==> src/rtl/karatsuba_sum.sv <==
// karatsuba_sum
//   Final accumulation stage of a 32x32 Karatsuba multiplier. Takes the three
//   pre-shifted partial products and produces their W-bit sum in two adder
//   steps (mult1+mult2, then +mult3), with a carry-out flag.
//
//   Ports
//     clk        clock, rising edge
//     rst        asynchronous reset, active low
//     mult1      high partial product (already << 32)
//     mult2      cross-term partial product (already << 16)
//     mult3      low partial product
//     in_valid   operands valid
//     in_ready   block accepts operands this cycle (combinational)
//     out_data   registered sum, modulo 2^W
//     out_ovf    carry out of bit W-1 in either addition
//     out_valid  out_data/out_ovf valid
//     out_ready  downstream accepts the result
//     done_cnt   number of completed output handshakes, wraps at 16 bits
//
//   Sequence: IDLE -(in hs)-> SUM_A -> SUM_B -> DONE -(out hs)-> IDLE or SUM_A.
//   A result leaves every 3 cycles when both sides keep their valid/ready high.
module karatsuba_sum #(
  parameter int W = 64
) (
  input  logic         clk,
  input  logic         rst,
  input  logic [W-1:0] mult1,
  input  logic [W-1:0] mult2,
  input  logic [W-1:0] mult3,
  input  logic         in_valid,
  output logic         in_ready,
  output logic [W-1:0] out_data,
  output logic         out_ovf,
  output logic         out_valid,
  input  logic         out_ready,
  output logic [15:0]  done_cnt
);

  typedef enum logic [1:0] {
    IDLE  = 2'd0,
    SUM_A = 2'd1,
    SUM_B = 2'd2,
    DONE  = 2'd3
  } state_t;

  state_t         state, state_nxt;
  logic [W-1:0]   m1_q, m2_q, m3_q;
  logic [W:0]     partial;
  logic [W:0]     sum_b;
  logic           in_hs, out_hs;

  // Handshake qualifiers. in_ready opens in DONE only when the current result
  // is leaving on the same edge, so a new operand set never overwrites it.
  always_comb begin
    out_valid = (state == DONE);
    in_ready  = (state == IDLE) || ((state == DONE) && out_ready);
    in_hs     = in_valid && in_ready;
    out_hs    = out_valid && out_ready;
  end

  // Second adder step: low W bits of the first sum plus the low product.
  assign sum_b = {1'b0, partial[W-1:0]} + {1'b0, m3_q};

  // ---------------------------------------------------------------- FSM
  always_ff @(posedge clk or negedge rst) begin
    if (!rst) state <= IDLE;
    else      state <= state_nxt;
  end

  always_comb begin
    state_nxt = state;
    unique case (state)
      IDLE:  if (in_hs) state_nxt = SUM_A;
      SUM_A: state_nxt = SUM_B;
      SUM_B: state_nxt = DONE;
      DONE:  if (out_ready) state_nxt = in_valid ? SUM_A : IDLE;
      default: state_nxt = IDLE;
    endcase
  end

  // ---------------------------------------------------------- datapath
  // All three operands are latched on the input handshake, so the upstream
  // bus is free to change while the sum is in progress.
  always_ff @(posedge clk or negedge rst) begin
    if (!rst) begin
      m1_q <= '0;
      m2_q <= '0;
      m3_q <= '0;
    end else if (in_hs) begin
      m1_q <= mult1;
      m2_q <= mult2;
      m3_q <= mult3;
    end
  end

  // First adder step keeps its carry in bit W so it can feed out_ovf later.
  always_ff @(posedge clk or negedge rst) begin
    if (!rst)                 partial <= '0;
    else if (state == SUM_A)  partial <= {1'b0, m1_q} + {1'b0, m2_q};
  end

  // Result registers only load in SUM_B, which makes them hold through any
  // downstream stall in DONE.
  always_ff @(posedge clk or negedge rst) begin
    if (!rst) begin
      out_data <= '0;
      out_ovf  <= 1'b0;
    end else if (state == SUM_B) begin
      out_data <= sum_b[W-1:0];
      out_ovf  <= partial[W] | sum_b[W];
    end
  end

  always_ff @(posedge clk or negedge rst) begin
    if (!rst)        done_cnt <= '0;
    else if (out_hs) done_cnt <= done_cnt + 16'd1;
  end

endmodule

==> config.mk <==
export PLATFORM = sky130hd
export DESIGN_NAME = karatsuba_sum
export DESIGN_NICKNAME = d
export VERILOG_FILES = /design/src/rtl/karatsuba_sum.sv
export SDC_FILE = /design/constraint.sdc
export NUM_CORES = 1
export LEC_CHECK = 0
export ABC_AREA = 1
export BUFFER_PORTS_ARGS = -buffer_cell sky130_fd_sc_hd__buf_4
export CAP_MARGIN = 10
export CORE_ASPECT_RATIO = 1.75
export CORE_UTILIZATION = 54
export CTS_CLUSTER_SIZE = 28
export DETAILED_ROUTE_END_ITERATION = 7
export GPL_TIMING_DRIVEN = 1
export PLACE_DENSITY = 0.88
export SYNTH_ARGS = -nofsm -noshare
export SYNTH_HDL_FRONTEND = slang
export SYNTH_SLANG_ARGS = --single-unit
==> constraint.sdc <==
create_clock -name clk -period 2.15 [get_ports clk]
set_clock_uncertainty 0.15 [all_clocks]
set_input_delay 0.43 -clock clk [delete_from_list [all_inputs] [get_ports clk]]
set_output_delay 0.43 -clock clk [all_outputs]
set_load 0.01 [all_outputs]
==> impl_metrics.env, run 1 <==
export IMPL_status="aborted with a tool error"
export IMPL_haltStage="5_1_grt"
export IMPL_run_stop_error="[ERROR GRT-0232] Routing congestion too high. Check the congestion heatmap in the GUI."
export IMPL_synth_top_area_frac=0.349
export IMPL_detailedPlacementHpwl_um=66600
export IMPL_post_synth_inst_count=3492
export IMPL_synth_yosys_seq_area_share=0.349
export IMPL_syn_avg_cell_area_um2=6.97
export IMPL_synth_edf_count=0
export IMPL_synthesized_net_count=3823
export IMPL_synth_async_sr_flop_share=1.00
export IMPL_placement_rows=102
export IMPL_synth_area_um2=24400
export IMPL_cts_made_buffers=31
export IMPL_ys_seq_elements=340
export IMPL_grt_use_total=0.787
export IMPL_grt_max_degree=78
export IMPL_placedCellCount=4658
export IMPL_timing_worst_endpoint_kind="sequential cell input"
export IMPL_dieWidth_um=163
export IMPL_yosys_top_cells_area="sky130_fd_sc_hd__dfrtp_1 35%, sky130_fd_sc_hd__nand2_1 21%, sky130_fd_sc_hd__inv_1 9.8%"
export IMPL_cts_max_path_bufs=3
export IMPL_gp_routability_congestion=1.01
export IMPL_synthDominantAreaCellType="sky130_fd_sc_hd__dfrtp_1"
export IMPL_synth_top_cells_by_count="1354 x sky130_fd_sc_hd__nand2_1, 634 x sky130_fd_sc_hd__inv_1, 340 x sky130_fd_sc_hd__dfrtp_1"
export IMPL_chip_height_um=283
export IMPL_boundaryPins=279
export IMPL_port_buffers=278
export IMPL_synth_lib_cells_used_distinct=39
export IMPL_yosysMostFrequentCell="sky130_fd_sc_hd__nand2_1"
export IMPL_root_buffer="sky130_fd_sc_hd__clkbuf_16"
export IMPL_worst_endpoint="partial[46]$_DFFE_PN0N_/D"
export IMPL_cts_max_level=1
export IMPL_clock_sink_count=340
export IMPL_initial_utilization=0.548
export IMPL_ys_flop_type="sky130_fd_sc_hd__dfrtp_1"
export IMPL_synth_warning_count=0
export IMPL_grt_remaining_overflow=1165
-- cell families after synthesis --
logic type,count (synthesis),share of synthesized area
compound gates,168,0.0357
xor+xnor,69,0.0248
fa+ha+maj,135,0.0700
buf+inv,694,0.108
flops,340,0.349
mux,192,0.0888
simple gates,1894,0.323
-- metrics by stage --
step	setup TNS [ns]	utilization	cell area (um2)	setup slack [ns]	hold WS, ns
floorplan	0	-	24400	0.0284	-0.0156
global placement	-11.24	0.673	29900	-0.273	0.199
detailed placement	-14.32	0.673	29900	-0.314	0.202
CTS	-1.09	0.792	35200	-0.0714	0.0626
-- routing by layer --
layer | GRT usage | overflow
met4 | 0.834 | 303
met2 | 1.00 | 816
met5 | 0.248 | 4
met1 | 0.751 | 12
met3 | 0.589 | 30
-- timing repair --
action | 4_1_cts
hold endpoints to repair | 341
setup buffers | 40
hold buffers | 194
endpoints found under the setup margin | 108
gates resized for setup | 376
pin swaps | 82
==> run 2: changes to the inputs <==
--- a/config.mk
+++ b/config.mk
@@ -8,12 +8,10 @@
 export ABC_AREA = 1
 export BUFFER_PORTS_ARGS = -buffer_cell sky130_fd_sc_hd__buf_4
 export CAP_MARGIN = 10
-export CORE_ASPECT_RATIO = 1.75
-export CORE_UTILIZATION = 54
-export CTS_CLUSTER_SIZE = 28
+export CORE_UTILIZATION = 40
 export DETAILED_ROUTE_END_ITERATION = 7
 export GPL_TIMING_DRIVEN = 1
-export PLACE_DENSITY = 0.88
+export PLACE_DENSITY_LB_ADDON = 0.15
 export SYNTH_ARGS = -nofsm -noshare
 export SYNTH_HDL_FRONTEND = slang
 export SYNTH_SLANG_ARGS = --single-unit
==> constraint.sdc (replaced) <==
create_clock -name clk -period 2.8 [get_ports clk]
set_clock_uncertainty 0.15 [all_clocks]
set_input_delay 0.56 -clock clk [delete_from_list [all_inputs] [get_ports clk]]
set_output_delay 0.56 -clock clk [all_outputs]
set_load 0.01 [all_outputs]
==> impl_metrics.env, run 2 <==
export IMPL_port_buffers=278
export IMPL_drt_pre_antenna_iters=5
export IMPL_max_flop_register="partial"
export IMPL_chip_height_um=249
export IMPL_post_route_min_period_ns=2.57
export IMPL_synth_area_um2=24400
export IMPL_antenna_left=0
export IMPL_num_vias=21797
export IMPL_maxSlewViolCount=0
export IMPL_ys_seq_elements=340
export IMPL_synth_warning_count=0
export IMPL_boundaryPins=279
export IMPL_maxSlewHeadroom=0.415
export IMPL_route_detailed_drc=0
export IMPL_largest_register_ffs=65
export IMPL_cpMostUsedCell="sky130_fd_sc_hd__nand2_1"
export IMPL_postCtsSetupBuffers=0
export IMPL_fin_setup_tns_ns=0
export IMPL_dp_worst_setup_slack_ns=0.229
export IMPL_finalCoreUtilization=0.479
export IMPL_worst_hold_path_type="in2reg"
export IMPL_root_buffer="sky130_fd_sc_hd__clkbuf_16"
export IMPL_gp_routability_congestion=0.963
export IMPL_yosys_top_cells_area="sky130_fd_sc_hd__dfrtp_1 35%, sky130_fd_sc_hd__nand2_1 21%, sky130_fd_sc_hd__inv_1 9.8%"
export IMPL_timing_final_hold_violations=0
export IMPL_worst_setup_path_start_kind="register"
export IMPL_grt_use_total=0.243
export IMPL_area_growth_pct=18.4
export IMPL_critical_path_max_fanout=5
export IMPL_first_global_vias=21431
export IMPL_final_cells=4598
export IMPL_post_synth_inst_count=3492
export IMPL_critPathKind="reg2reg"
export IMPL_synth_async_sr_flop_share=1.00
export IMPL_cts_max_level=2
export IMPL_end_kind="register"
export IMPL_finalSetupViolations=0
export IMPL_setup_slack_on_the_worst_flop_to_flop_path_ns=0.23
export IMPL_clk_transition_reported_paths_ns=0.07
export IMPL_worst_endpoint_required_ns=3.10
export IMPL_drt_initial_drc_count=1126
export IMPL_placement_rows=90
export IMPL_critical_path_top_delay_family="simple AND/OR/NAND/NOR gates"
export IMPL_post_route_cells_drive_above_1_share=0.175
export IMPL_critical_path_launch_point="partial[32]"
export IMPL_cts_max_path_bufs=3
export IMPL_final_min_period_over_clock_period=0.918
export IMPL_insertion_delay_ns=0.58
export IMPL_core_um2=60200
export IMPL_critical_path_s_largest_stage_delay_ns=0.42
export IMPL_critical_path_slowest_cell="sky130_fd_sc_hd__dfrtp_1"
export IMPL_die_area_um2=61900
export IMPL_postCtsHoldBufs=1
export IMPL_ys_flop_type="sky130_fd_sc_hd__dfrtp_1"
export IMPL_worstPathArrival_ns=2.87
export IMPL_synth_top_cells_by_count="1354 x sky130_fd_sc_hd__nand2_1, 634 x sky130_fd_sc_hd__inv_1, 340 x sky130_fd_sc_hd__dfrtp_1"
export IMPL_antennaDiodeCount=0
export IMPL_global_route_wire_length_before_repair_um=117000
export IMPL_dieWidth_um=249
export IMPL_syn_avg_cell_area_um2=6.97
export IMPL_final_cell_mix="1353 x sky130_fd_sc_hd__nand2_1, 632 x sky130_fd_sc_hd__inv_1, 340 x sky130_fd_sc_hd__dfrtp_1"
export IMPL_cts_made_buffers=40
export IMPL_worst_slew_pin_slew_ns=0.877
export IMPL_clock_sink_count=340
export IMPL_antenna_found_initial=0
export IMPL_synth_edf_count=0
export IMPL_postLayoutSetupSlackWorst_ns=0.229
export IMPL_synth_top_area_frac=0.349
export IMPL_synthesized_net_count=3823
export IMPL_holdPathEnd="m2_q[37]"
export IMPL_routed_wl_um=74200
export IMPL_grt_remaining_overflow=0
export IMPL_reg2reg_to="out_data[54]"
export IMPL_placedCellCount=4526
export IMPL_status="finished clean"
export IMPL_routedWlPerCell_um=16.1
export IMPL_yosysMostFrequentCell="sky130_fd_sc_hd__nand2_1"
export IMPL_synth_yosys_seq_area_share=0.349
export IMPL_timing_critical_path_buf_inv=1
export IMPL_vias_per_cell=4.74
export IMPL_cap_viol_max_count=0
export IMPL_reg2reg_depth=12
export IMPL_detailedPlacementHpwl_um=61200
export IMPL_layout_commonest_cell="sky130_fd_sc_hd__nand2_1"
export IMPL_max_clock_freq_mhz=389
export IMPL_worst_hold_path_num_cells=2
export IMPL_synthDominantAreaCellType="sky130_fd_sc_hd__dfrtp_1"
export IMPL_synth_lib_cells_used_distinct=39
export IMPL_initial_utilization=0.404
export IMPL_cts_resized_gates=0
export IMPL_hold_path_startpoint="mult2[37]"
export IMPL_tritoncts="done"
export IMPL_crit_path_cell_trace="ha_1 -> nand2_1 -> nor2_1 -> inv_1 -> nor2_1 -> nand2_1 -> nor2_1 -> nand2_1 -> nand3_1 -> nand2_1 -> nand3_1 -> nand2_1"
export IMPL_rsz0062_at_grt="no"
export IMPL_worst_r2r_startpoint="partial[32]"
export IMPL_num_nets_final=4118
export IMPL_grt_max_degree=89
[run 2: cell counts after synthesis]
No cell type changed its count.
[run 2: kinds of logic (layout without fill, tap and decap cells)]
group           Yosys count  after routing  synth area share
fa+ha+maj               135            135            0.0700
compound gates          168            168            0.0357
buf+inv                 694           1018             0.108
mux                     192            192            0.0888
simple gates           1894           1894             0.323
xor+xnor                 69             69            0.0248
flops                   340            340             0.349
[run 2: routing by layer]
metal  global-route usage  routed length, um
met1                0.333              35000
met2                0.398              33600
met3               0.0249               3220
met4               0.0852               2370
met5                    0                  0
[run 2: final cells by class]
type / instances / area (um2)
fillers: 6192 / 31400
multi-input cells: 2458 / 13200
flip-flops and latches: 340 / 8510
clock inverters: 17 / 189
inverters: 644 / 2420
repair buffers: 303 / 2380
well taps: 782 / 978
clock buffers: 54 / 1140
[run 2: how the worst max path moves through the flow]
stage / end / slack, ns / cells past startpoint
floorplan: partial[20] / 0.68 / 11
global placement: out_data[22] / 0.19 / 8
detailed placement: out_data[54] / 0.23 / 12
CTS: out_data[54] / 0.21 / 12
global route: out_data[54] / 0.02 / 12
finish: out_data[54] / 0.23 / 12
[run 2: stage by stage]
stage	hold WS, ns	area [um2]
floorplan	0.114	24400
global placement	0.313	27500
detailed placement	0.317	27500
CTS	0.0271	28800
global route	0.0479	28800
finish	0.0595	28800
Power of run 2 is left out: the tool's default activity adds up to more than one toggle a clock period on the data nets, which glitch-free logic cannot reach.
==> run 3: changes to the inputs <==
--- a/config.mk
+++ b/config.mk
@@ -8,10 +8,11 @@
 export ABC_AREA = 1
 export BUFFER_PORTS_ARGS = -buffer_cell sky130_fd_sc_hd__buf_4
 export CAP_MARGIN = 10
-export CORE_UTILIZATION = 40
+export CORE_UTILIZATION = 60
 export DETAILED_ROUTE_END_ITERATION = 7
 export GPL_TIMING_DRIVEN = 1
 export PLACE_DENSITY_LB_ADDON = 0.15
+export SLEW_MARGIN = 20
 export SYNTH_ARGS = -nofsm -noshare
 export SYNTH_HDL_FRONTEND = slang
 export SYNTH_SLANG_ARGS = --single-unit
==> impl_metrics.env, run 3 (same netlist as run 2, synthesis figures left out) <==
export IMPL_worst_hold_path_num_cells=2
export IMPL_largest_register_ffs=65
export IMPL_final_min_period_over_clock_period=0.950
export IMPL_drt_initial_drc_count=1859
export IMPL_cts_max_path_bufs=3
export IMPL_antenna_left=0
export IMPL_detailedPlacementHpwl_um=60600
export IMPL_critical_path_s_largest_stage_delay_ns=0.45
export IMPL_critical_path_slowest_cell="sky130_fd_sc_hd__fa_1"
export IMPL_maxSlewViolCount=0
export IMPL_die_area_um2=41400
export IMPL_area_growth_pct=16.6
export IMPL_antenna_found_initial=0
export IMPL_final_cells=4337
export IMPL_gp_routability_congestion=1.01
export IMPL_max_clock_freq_mhz=376
export IMPL_cpMostUsedCell="sky130_fd_sc_hd__nand2_1"
export IMPL_placement_rows=73
export IMPL_cts_made_buffers=37
export IMPL_tritoncts="done"
export IMPL_fin_setup_tns_ns=0
export IMPL_crit_path_cell_trace="ha_1 -> fa_1 -> nand2_1 -> inv_1 -> nand2_1 -> nand2_2 -> nand4_1 -> nand3_1 -> nand2_1 -> nand3_1 -> nand2_1 -> nand3_1 -> nand2_1"
export IMPL_insertion_delay_ns=0.57
export IMPL_routedWlPerCell_um=17.5
export IMPL_cts_resized_gates=0
export IMPL_worst_r2r_startpoint="m1_q[0]"
export IMPL_global_route_wire_length_before_repair_um=119000
export IMPL_antennaDiodeCount=0
export IMPL_critPathKind="reg2reg"
export IMPL_holdPathEnd="m1_q[7]"
export IMPL_worst_hold_path_type="in2reg"
export IMPL_root_buffer="sky130_fd_sc_hd__clkbuf_16"
export IMPL_vias_per_cell=5.40
export IMPL_grt_remaining_overflow=0
export IMPL_worst_slew_pin_slew_ns=0.529
export IMPL_post_route_min_period_ns=2.66
export IMPL_dpl_instance_area_um2=27200
export IMPL_status="finished clean"
export IMPL_first_global_vias=22861
export IMPL_initial_utilization=0.610
export IMPL_clk_transition_reported_paths_ns=0.06
export IMPL_rsz0062_at_grt="no"
export IMPL_post_route_cells_drive_above_1_share=0.174
export IMPL_maxSlewHeadroom=0.647
export IMPL_final_cell_mix="1353 x sky130_fd_sc_hd__nand2_1, 632 x sky130_fd_sc_hd__inv_1, 340 x sky130_fd_sc_hd__dfrtp_1"
export IMPL_finalSetupViolations=0
export IMPL_critical_path_max_fanout=4
export IMPL_route_detailed_drc=0
export IMPL_placedCellCount=4271
export IMPL_core_um2=39900
export IMPL_boundaryPins=279
export IMPL_worst_endpoint_required_ns=3.16
export IMPL_reg2reg_depth=13
export IMPL_clock_sink_count=340
export IMPL_num_nets_final=4117
export IMPL_timing_critical_path_buf_inv=1
export IMPL_reg2reg_to="partial[52]"
export IMPL_worstPathArrival_ns=3.02
export IMPL_grt_use_total=0.370
export IMPL_layout_commonest_cell="sky130_fd_sc_hd__nand2_1"
export IMPL_num_vias=23422
export IMPL_chip_height_um=203
export IMPL_grt_max_degree=91
export IMPL_drt_pre_antenna_iters=6
export IMPL_setup_slack_on_the_worst_flop_to_flop_path_ns=0.14
export IMPL_port_buffers=278
export IMPL_critical_path_top_delay_family="simple AND/OR/NAND/NOR gates"
export IMPL_timing_final_hold_violations=0
export IMPL_max_flop_register="partial"
export IMPL_cap_viol_max_count=0
export IMPL_routed_wl_um=75900
export IMPL_dieWidth_um=203
export IMPL_worst_setup_path_start_kind="register"
export IMPL_final_hold_worst_slack_ns=0.0735
export IMPL_cts_max_level=2
export IMPL_end_kind="register"
export IMPL_hold_path_startpoint="mult1[7]"
export IMPL_layout_cell_area_non_filler_um2=28400
[run 3: routing by layer]
| layer | GRT usage | up-vias | wire (um) |
|---|---|---|---|
| met4 | 0.156 | 0 | 3320 |
| met3 | 0.0363 | 194 | 5430 |
| met1 | 0.489 | 10974 | 31400 |
| met5 | 0 | - | 0 |
| met2 | 0.621 | 951 | 35700 |
| li1 | - | 11303 | - |
[run 3: repair_timing]
item / 4_1_cts / 5_1_grt
buffers inserted: 0 / 0
endpoints found under the setup margin: 0 / 0
hold buffers: 1 / 0
hold endpoints to repair: 50 / 0
[run 3: per-stage QoR]
stage	setup WS [ns]	utilization
after floorplan	0.678	-
after global placement	0.241	0.681
after detailed placement	0.207	0.681
after CTS	0.182	0.712
after global routing	0.0211	0.712
final	0.140	0.712
[run 3: worst max-delay path by stage]
| stage | start | endpoint | cells past startpoint |
|---|---|---|---|
| finish | m1_q[0] | partial[52] | 13 |
| CTS | m3_q[0] | out_data[48] | 15 |
| detailed placement | m3_q[0] | out_data[48] | 15 |
| global placement | m3_q[0] | out_data[48] | 15 |
| floorplan | m1_q[0] | partial[20] | 11 |
| global route | m1_q[0] | partial[56] | 15 |
[run 3: layout make-up]
class                   instances  area (um2)
multi-input cells            2458       13200
fillers                      3248       11500
repair buffers                305        2390
clock buffers                  53        1090
inverters                     644        2420
clock inverters                12         126
well taps                     525         657
flip-flops and latches        340        8510
Power of run 3 is left out for the same reason.
==> run 4: changes to the inputs <==
--- a/config.mk
+++ b/config.mk
@@ -16,3 +16,4 @@
 export SYNTH_ARGS = -nofsm -noshare
 export SYNTH_HDL_FRONTEND = slang
 export SYNTH_SLANG_ARGS = --single-unit
+export TNS_END_PERCENT = 50
==> constraint.sdc (replaced) <==
create_clock -name clk -period 2.8 [get_ports clk]
set_clock_uncertainty 0.15 [all_clocks]
set_input_delay 0.14 -clock clk [delete_from_list [all_inputs] [get_ports clk]]
set_output_delay 0.14 -clock clk [all_outputs]
set_load 0.01 [all_outputs]
==> impl_metrics.env, run 4 (same netlist as run 2, synthesis figures left out) <==
export IMPL_tritoncts="done"
export IMPL_finalSetupViolations=0
export IMPL_chip_height_um=203
export IMPL_grt_use_total=0.430
export IMPL_timing_final_hold_violations=3
export IMPL_post_route_cells_drive_above_1_share=0.166
export IMPL_critical_path_s_largest_stage_delay_ns=0.42
export IMPL_reg2reg_to="partial[29]"
export IMPL_reg2reg_depth=11
export IMPL_critical_path_max_fanout=4
export IMPL_status="complete, but fails checks"
export IMPL_largest_register_ffs=65
export IMPL_final_cell_mix="1351 x sky130_fd_sc_hd__nand2_1, 632 x sky130_fd_sc_hd__inv_1, 340 x sky130_fd_sc_hd__dfrtp_1"
export IMPL_first_global_vias=25472
export IMPL_antenna_found_initial=1
export IMPL_violations_in_the_final_reports="DRC, hold timing"
export IMPL_critical_path_slowest_cell="sky130_fd_sc_hd__dfrtp_1"
export IMPL_gp_routability_congestion=1.05
export IMPL_critPathKind="reg2reg"
export IMPL_detailedPlacementHpwl_um=60400
export IMPL_cpMostUsedCell="sky130_fd_sc_hd__nand2_1"
export IMPL_num_nets_final=4306
export IMPL_clock_sink_count=340
export IMPL_area_growth_pct=25.0
export IMPL_drt_initial_drc_count=2776
export IMPL_final_seq_area_um2=8510
export IMPL_worstPathArrival_ns=3.03
export IMPL_port_buffers=278
export IMPL_antennaDiodeCount=0
export IMPL_maxSlewHeadroom=0.568
export IMPL_cts_made_buffers=38
export IMPL_final_cells=4529
export IMPL_root_buffer="sky130_fd_sc_hd__clkbuf_16"
export IMPL_worst_r2r_startpoint="m1_q[14]"
export IMPL_worst_hold_path_type="in2async"
export IMPL_global_route_wire_length_before_repair_um=137000
export IMPL_multi_input_area_um2=13200
export IMPL_grt_max_degree=93
export IMPL_cts_max_path_bufs=3
export IMPL_rsz0062_at_grt="no"
export IMPL_placedCellCount=4265
export IMPL_worst_slew_pin_slew_ns=0.648
export IMPL_dieWidth_um=203
export IMPL_post_route_min_period_ns=2.75
export IMPL_end_kind="register"
export IMPL_placement_rows=73
export IMPL_drt_pre_antenna_iters=8
export IMPL_worst_setup_path_start_kind="register"
export IMPL_cts_max_level=2
export IMPL_grt_remaining_overflow=0
export IMPL_routed_wl_um=88400
export IMPL_insertion_delay_ns=0.58
export IMPL_max_clock_freq_mhz=364
export IMPL_initial_utilization=0.610
export IMPL_route_detailed_drc=42
export IMPL_setup_slack_on_the_worst_flop_to_flop_path_ns=0.05
export IMPL_final_hold_worst_slack_ns=-0.00255
export IMPL_crit_path_cell_trace="ha_1 -> nand2_1 -> nand2_1 -> nand2_1 -> nand2_1 -> nand2_1 -> nand2_1 -> a21oi_1 -> nand2_2 -> xnor2_1 -> o21ai_1"
export IMPL_postCtsSetupBuffers=0
export IMPL_antenna_left=0
export IMPL_die_area_um2=41400
export IMPL_routedWlPerCell_um=19.5
export IMPL_worst_endpoint_required_ns=3.09
export IMPL_layout_commonest_cell="sky130_fd_sc_hd__nand2_1"
export IMPL_final_min_period_over_clock_period=0.981
export IMPL_max_flop_register="partial"
export IMPL_core_um2=39900
export IMPL_cap_viol_max_count=0
export IMPL_boundaryPins=279
export IMPL_num_vias=25573
export IMPL_clk_transition_reported_paths_ns=0.06
export IMPL_layout_filler_cells=2864
export IMPL_maxSlewViolCount=0
export IMPL_fin_setup_tns_ns=0
export IMPL_vias_per_cell=5.65
run 4: changes by cell type in the layout (fill, tap and decap cells not counted), moves of 3 or more:
| cell | delta |
|---|---|
| sky130_fd_sc_hd__inv_6 | -3 |
| sky130_fd_sc_hd__buf_4 | -6 |
| sky130_fd_sc_hd__dlygate4sd3_1 | +194 |
| sky130_fd_sc_hd__bufinv_16 | +3 |
| sky130_fd_sc_hd__clkinv_4 | +3 |
run 4: metrics by stage:
| stage | setup WS, ns | util | area (um2) | hold slack [ns] |
|---|---|---|---|---|
| 2_1_floorplan | 0.678 | - | 24400 | -0.306 |
| 3_3_place_gp | 0.261 | 0.680 | 27100 | -0.000281 |
| 3_5_place_dp | 0.227 | 0.680 | 27100 | 0.0180 |
| 4_1_cts | 0.172 | 0.762 | 30400 | 0.0195 |
| 5_1_grt | 0.0285 | 0.762 | 30400 | 0.0519 |
| 6_report | 0.0528 | 0.762 | 30400 | -0.00255 |
run 4: what timing repair did:
item / 4_1_cts / 5_1_grt
endpoints found under the hold margin: 438 / 0
gates resized for setup: 0 / 3
endpoints found under the setup margin: 0 / 4
hold buffers: 195 / 0
run 4: cell type report:
class / instances / area share
Multi-Input combinational cell: 2458 / 0.435
Clock inverter: 18 / 0.00777
Clock buffer: 51 / 0.0363
Timing Repair Buffer: 493 / 0.141
Sequential cell: 340 / 0.280
Tap cell: 525 / 0.0216
Inverter: 644 / 0.0794
run 4: worst max-delay path by stage:
stage                         from  slack, ns            to
after detailed placement   m1_q[0]       0.23   partial[48]
after CTS                  m2_q[0]       0.17   partial[48]
after floorplan            m1_q[0]       0.68   partial[20]
final                     m1_q[14]       0.05   partial[29]
after global placement     m1_q[0]       0.26   partial[28]
after global routing      m3_q[11]       0.03  out_data[44]
run 4: worst max-delay path, delay by kind of cell, from the launching register on:
| kind | cells | cell delay (ns) |
|---|---|---|
| flip-flops | 1 | 0.42 |
| AND/OR/NAND/NOR | 7 | 0.95 |
| adder cells (fa/ha/maj) | 1 | 0.42 |
| AO/OA/AOI/OAI | 2 | 0.36 |
| XOR/XNOR | 1 | 0.30 |
run 4: routing by layer:
| metal | track usage | vias to the layer above | share of wire |
|---|---|---|---|
| li1 | - | 11667 | - |
| met3 | 0.0733 | 439 | 0.098 |
| met4 | 0.234 | 0 | 0.061 |
| met5 | 0 | - | 0 |
| met2 | 0.707 | 1740 | 0.46 |
| met1 | 0.540 | 11727 | 0.38 |
Power of run 4 is left out for the same reason.
